--- src/rtl/timer_unit_counter_if.sv ---
// timer_unit_counter_if: control, compare and status bundle between the timer
// control logic (master) and the timer-unit counter stage (slave).
interface timer_unit_counter_if #(
  parameter int WIDTH = 32
);
  logic             start_i;
  logic             stop_i;
  logic             clear_i;
  logic             oneshot_i;
  logic             tick_i;
  logic [WIDTH-1:0] cmp_i;
  logic [WIDTH-1:0] count_o;
  logic             running_o;
  logic             match_o;
  logic             done_o;

  modport master (
    output start_i, stop_i, clear_i, oneshot_i, tick_i, cmp_i,
    input  count_o, running_o, match_o, done_o
  );

  modport slave (
    input  start_i, stop_i, clear_i, oneshot_i, tick_i, cmp_i,
    output count_o, running_o, match_o, done_o
  );
endinterface

--- src/rtl/timer_unit_counter.sv ---
// timer_unit_counter: counter stage fed by the prescaler tick. It counts
// ticks in RUN and pulses match_o when the count equals the compare value.
// On a match it either reloads to zero (continuous) or stops in DONE
// (one-shot). One-shot support exists only when TIMER_UNIT_COUNTER_ONESHOT_EN
// is defined; otherwise the counter is always continuous and done_o is 0.
// Same-cycle priority: rst_i > clear_i > stop_i > start_i > tick_i.
module timer_unit_counter #(
  parameter int WIDTH = 32
) (
  input  logic clk_i,
  input  logic rst_i,
  timer_unit_counter_if.slave bus
);

  typedef enum logic [1:0] {IDLE, RUN, DONE} state_t;

  state_t           state_q;
  logic [WIDTH-1:0] count_q;
  logic [WIDTH-1:0] count_d;
  logic             match_q;
  logic             running_q;
  logic             hit;
  logic             oneshot_mode;

`ifdef TIMER_UNIT_COUNTER_ONESHOT_EN
  logic mode_q;
  logic done_q;
  assign oneshot_mode = mode_q;
  assign bus.done_o   = done_q;
`else
  logic unused_oneshot;
  assign unused_oneshot = bus.oneshot_i;
  assign oneshot_mode   = 1'b0;
  assign bus.done_o     = 1'b0;
`endif

  assign bus.count_o   = count_q;
  assign bus.running_o = running_q;
  assign bus.match_o   = match_q;

  // Compare against the live compare value and precompute the increment.
  always_comb begin
    hit     = (count_q == bus.cmp_i);
    count_d = count_q + WIDTH'(1);
  end

  // Single FSM block: state, count and all status outputs are registered.
  always_ff @(posedge clk_i or posedge rst_i) begin
    if (rst_i) begin
      state_q   <= IDLE;
      count_q   <= '0;
      match_q   <= 1'b0;
      running_q <= 1'b0;
`ifdef TIMER_UNIT_COUNTER_ONESHOT_EN
      mode_q    <= 1'b0;
      done_q    <= 1'b0;
`endif
    end else begin
      match_q <= 1'b0;
      if (bus.clear_i) begin
        count_q <= '0;
      end else begin
        case (state_q)
          IDLE: begin
            if (bus.start_i && !bus.stop_i) begin
              state_q   <= RUN;
              running_q <= 1'b1;
`ifdef TIMER_UNIT_COUNTER_ONESHOT_EN
              mode_q    <= bus.oneshot_i;
`endif
            end
          end
          RUN: begin
            if (bus.stop_i) begin
              state_q   <= IDLE;
              running_q <= 1'b0;
            end else if (bus.tick_i) begin
              if (hit) begin
                count_q <= '0;
                match_q <= 1'b1;
                if (oneshot_mode) begin
                  state_q   <= DONE;
                  running_q <= 1'b0;
`ifdef TIMER_UNIT_COUNTER_ONESHOT_EN
                  done_q    <= 1'b1;
`endif
                end
              end else begin
                count_q <= count_d;
              end
            end
          end
          DONE: begin
            if (bus.stop_i) begin
              state_q <= IDLE;
`ifdef TIMER_UNIT_COUNTER_ONESHOT_EN
              done_q  <= 1'b0;
`endif
            end else if (bus.start_i) begin
              state_q   <= RUN;
              running_q <= 1'b1;
`ifdef TIMER_UNIT_COUNTER_ONESHOT_EN
              done_q    <= 1'b0;
              mode_q    <= bus.oneshot_i;
`endif
            end
          end
          default: begin
            state_q   <= IDLE;
            running_q <= 1'b0;
          end
        endcase
      end
    end
  end

endmodule

--- src/flat_wrapper.sv ---
// flat-port wrapper written by rule: the top's interface ports become plain ports
module timer_unit_counter_flat 
#(
  parameter int WIDTH = 32
)
  (clk_i, rst_i, bus_start_i, bus_stop_i, bus_clear_i, bus_oneshot_i, bus_tick_i, bus_cmp_i, bus_count_o, bus_running_o, bus_match_o, bus_done_o);
  timer_unit_counter_if #(.WIDTH(WIDTH)) bus_i ();
  input  logic clk_i;
  input  logic rst_i;
  input wire logic [$bits(bus_i.start_i)-1:0] bus_start_i;
  input wire logic [$bits(bus_i.stop_i)-1:0] bus_stop_i;
  input wire logic [$bits(bus_i.clear_i)-1:0] bus_clear_i;
  input wire logic [$bits(bus_i.oneshot_i)-1:0] bus_oneshot_i;
  input wire logic [$bits(bus_i.tick_i)-1:0] bus_tick_i;
  input wire logic [$bits(bus_i.cmp_i)-1:0] bus_cmp_i;
  output wire logic [$bits(bus_i.count_o)-1:0] bus_count_o;
  output wire logic [$bits(bus_i.running_o)-1:0] bus_running_o;
  output wire logic [$bits(bus_i.match_o)-1:0] bus_match_o;
  output wire logic [$bits(bus_i.done_o)-1:0] bus_done_o;
  assign bus_i.start_i = bus_start_i;
  assign bus_i.stop_i = bus_stop_i;
  assign bus_i.clear_i = bus_clear_i;
  assign bus_i.oneshot_i = bus_oneshot_i;
  assign bus_i.tick_i = bus_tick_i;
  assign bus_i.cmp_i = bus_cmp_i;
  assign bus_count_o = bus_i.count_o;
  assign bus_running_o = bus_i.running_o;
  assign bus_match_o = bus_i.match_o;
  assign bus_done_o = bus_i.done_o;
  timer_unit_counter #(.WIDTH(WIDTH)) u_core (.clk_i(clk_i), .rst_i(rst_i), .bus(bus_i));
endmodule
--- config.mk ---
export PLATFORM = sky130hd
export DESIGN_NAME = timer_unit_counter_flat
export DESIGN_NICKNAME = d
export VERILOG_FILES = /design/src/rtl/timer_unit_counter_if.sv /design/src/rtl/timer_unit_counter.sv /design/src/flat_wrapper.sv
export SDC_FILE = /design/constraint.sdc
export NUM_CORES = 1
export LEC_CHECK = 0
export CORE_MARGIN = 2
export CORE_UTILIZATION = 45
export CTS_CLUSTER_SIZE = 24
export DETAILED_ROUTE_END_ITERATION = 16
export PLACE_DENSITY = 0.8
export SETUP_SLACK_MARGIN = 0.5
export SYNTH_ARGS = -nofsm -noshare
export SYNTH_HDL_FRONTEND = slang
export SYNTH_SLANG_ARGS = --single-unit
--- constraint.sdc ---
create_clock -name clk_i -period 2.48 [get_ports clk_i]
set_input_delay 0.372 -clock clk_i [delete_from_list [all_inputs] [get_ports clk_i]]
set_output_delay 0.372 -clock clk_i [all_outputs]
set_load 0.05 [all_outputs]
==> flow_summary.toml <==
[outcome]
status = "finished clean"

[power_and_ir_drop]
power.density_nw_per_um2 = 391
p_int_uw = 932
vdd_drop_max_mv = 0.239
p_switching_uw = 290
power_frac_seq = 0.460
p_leak_uw = 0.00135
clock_power_share = 0.398
switching_share = 0.238
p_comb_frac = 0.143

[synth]
synth_ff_type = "dfrtp_1"
syn_avg_cell_area_um2 = 9.60
synthTopCellsByArea = "dfrtp_1 (40%), xnor2_1 (17%), xor2_1 (7.0%), nor2_1 (6.5%), nand4_1 (4.4%)"
syn_area_um2 = 2120
synth_nets = 261
synthCells = 221
synth_edf_count = 0
synth.distinct_cells = 35
synth_top_cell_area_share = 0.401
synth-seq-area-share = 0.401
synth_seq_cells = 34
async_flop_share = 1.00
ys.warnings.count = 0
synth_top_area_cell = "dfrtp_1"

[timing]
setup_tns_ns = 0
hold_viol = 0
period_minus_slack_ns = 1.97
rsz0062_at_grt = "true"
slew_violations = 0
hold_ws_ns = 0.479
final_min_period_over_clock_period = 0.794
tightest_slew_ns = 0.514
fin_ws_ns = 0.511
fmax_mhz = 508
setup_viol = 0
fin_worst_skew_ns = 0.00442
slew_headroom = 0.655

[global_route]
grt_overflow = 0
grt_pass1_wl_um = 9140
grtUsageTotal = 0.228
grt_max_degree = 35
first_global_vias = 1942
antenna_found_initial = 0

[drt]
drtPass1Iterations = 4
drc = 0
drt_first_iter_violations = 135
ant_nets = 0
viasPerCell = 5.46
drt-wirelength-per-cell_um = 16.6
via_count = 1926
wirelength_um = 5870

[final_layout]
drive_gt1_frac = 0.156
fin_nets = 340
num_antenna_cells = 0
final_common_cell = "clkdlybuf4s50_1"
utilization = 0.703
ff_latch_area_um2 = 868
multi_input_area_um2 = 1260
layout_common_cells = "clkdlybuf4s50_1 (59), xnor2_1 (37), nor2_1 (36)"
syn2layout_area_growth_pct = 47.4
num-fill-cells = 346

[floorplanning]
core_um2 = 4440
io_pins = 74
start_util = 0.477
fp.dieH_um = 72.7
die_area_um2 = 5280
rows = 24
die_w_um = 72.7

[setup_path]
cpPeakStageDelay_ns = 0.84
cp-end-kind = "output port"
start_kind = "flop"
criticalPathCategory = "flop to output port"
path_buf_inv = 1
path_max_fanout = 7
slowest_stage = "clkdlybuf4s50_1"
cp_top_family = "buffers and inverters"
arrival_ns = 1.60
worstPathRequired_ns = 2.11
crit_path_cell_trace = "clkdlybuf4s50_1"

[clock_tree]
ctsLongestPathBuffers = 2
cts_made_buffers = 5
cts_setup_buffers = 0
cts_sinks = 34
cts_max_level = 2
path_clk_slew_ns = 0.07
clk_latency_ns = 0.29
cts_tree = "done"
clockRootBuffer = "clkbuf_8"

[place]
dpl_worst_slack_ns = 0.213
port_buffers = 71
gp_congestion = 0.818
hpwlAfterDp_um = 4120

[hold_path]
min_path_type = "input port to asynchronous set/reset pin"

[run]
maxCapViolations = 0
[flip-flops by register name (all words and copies together) (netlist names)]
register and count:
u_core.bus.count_o 32, u_core.bus.match_o 1, u_core.state_q 1
[timing repair]
item                       in CTS  in global routing
gates cloned                    0                  2
resized for setup               5                 16
setup endpoints to repair       4                 36
hold buffers                    0                  0
pin swaps                       0                  6
[power groups by stage]
| stage | clock network [uW] | registers [uW] | logic [uW] |
|---|---|---|---|
| 2_1_floorplan | 0 | 583 | 63.5 |
| 3_3_place_gp | 0 | 572 | 159 |
| 3_5_place_dp | 0 | 573 | 161 |
| 4_1_cts | 489 | 562 | 163 |
| 5_1_grt | 509 | 562 | 187 |
| 6_report | 486 | 562 | 174 |
[per-layer routing]
layer,track usage,vias to the layer above,wire [um]
met4,0.0885,0,65
met1,0.301,922,2450
met2,0.375,86,2910
li1,-,911,-
met5,0,-,0
met3,0.0414,7,448
[cell type report]
type | instances | share of cell area
sequential | 34 | 0.278
inverter | 4 | 0.00480
multi-input combinational | 178 | 0.403
clock buffer | 8 | 0.0352
tap | 52 | 0.0208
timing repair buffer | 77 | 0.259
[kinds of logic after synthesis]
logic type / Yosys count / synth area share
compound gates: 9 / 0.0431
other cells: 1 / 0.00177
fa+ha+maj: 1 / 0.00590
xor+xnor: 59 / 0.244
flops: 34 / 0.401
simple gates: 108 / 0.274
buf+inv: 9 / 0.0301
[metrics by stage]
stage	instances	instance area, um^2	total power [uW]
global placement	343	2910	732
floorplan	221	2140	646
detailed placement	343	2910	734
CTS	351	3020	1210
global route	353	3130	1260
finish	353	3130	1220
[final timing paths]
kind / to / cells past startpoint / slack (ns) / start
worst max-delay path: bus_count_o[13] / 1 / 0.51 / u_core.bus.count_o[13]$_DFFE_PP0P_
worst min-delay path: u_core.bus.count_o[10]$_DFFE_PP0P_ / 3 / 0.48 / rst_i
worst max register to register: u_core.bus.count_o[16]$_DFFE_PP0P_ / 7 / 0.56 / u_core.bus.count_o[15]$_DFFE_PP0P_
worst min register to register: u_core.state_q[0]$_DFFE_PP0P_ / 2 / 0.58 / u_core.state_q[0]$_DFFE_PP0P_
max in group asynchronous: u_core.bus.count_o[25]$_DFFE_PP0P_ / 3 / 1.67 / rst_i
min in group clk_i: u_core.state_q[0]$_DFFE_PP0P_ / 2 / 0.58 / u_core.state_q[0]$_DFFE_PP0P_
[synth_stat cells, drive strengths merged, types with 4 or more instances]
| library cell | instances |
|---|---|
| inv | 4 |
| nor3 | 6 |
| buf | 5 |
| nand3 | 14 |
| nand2 | 16 |
| nor4 | 4 |
| nand4 | 15 |
| and4 | 4 |
| dfrtp | 34 |
| and3 | 5 |
| xnor2 | 42 |
| xor2 | 17 |
| nor2 | 37 |
Note: power is estimated with default switching activity, not from simulation.
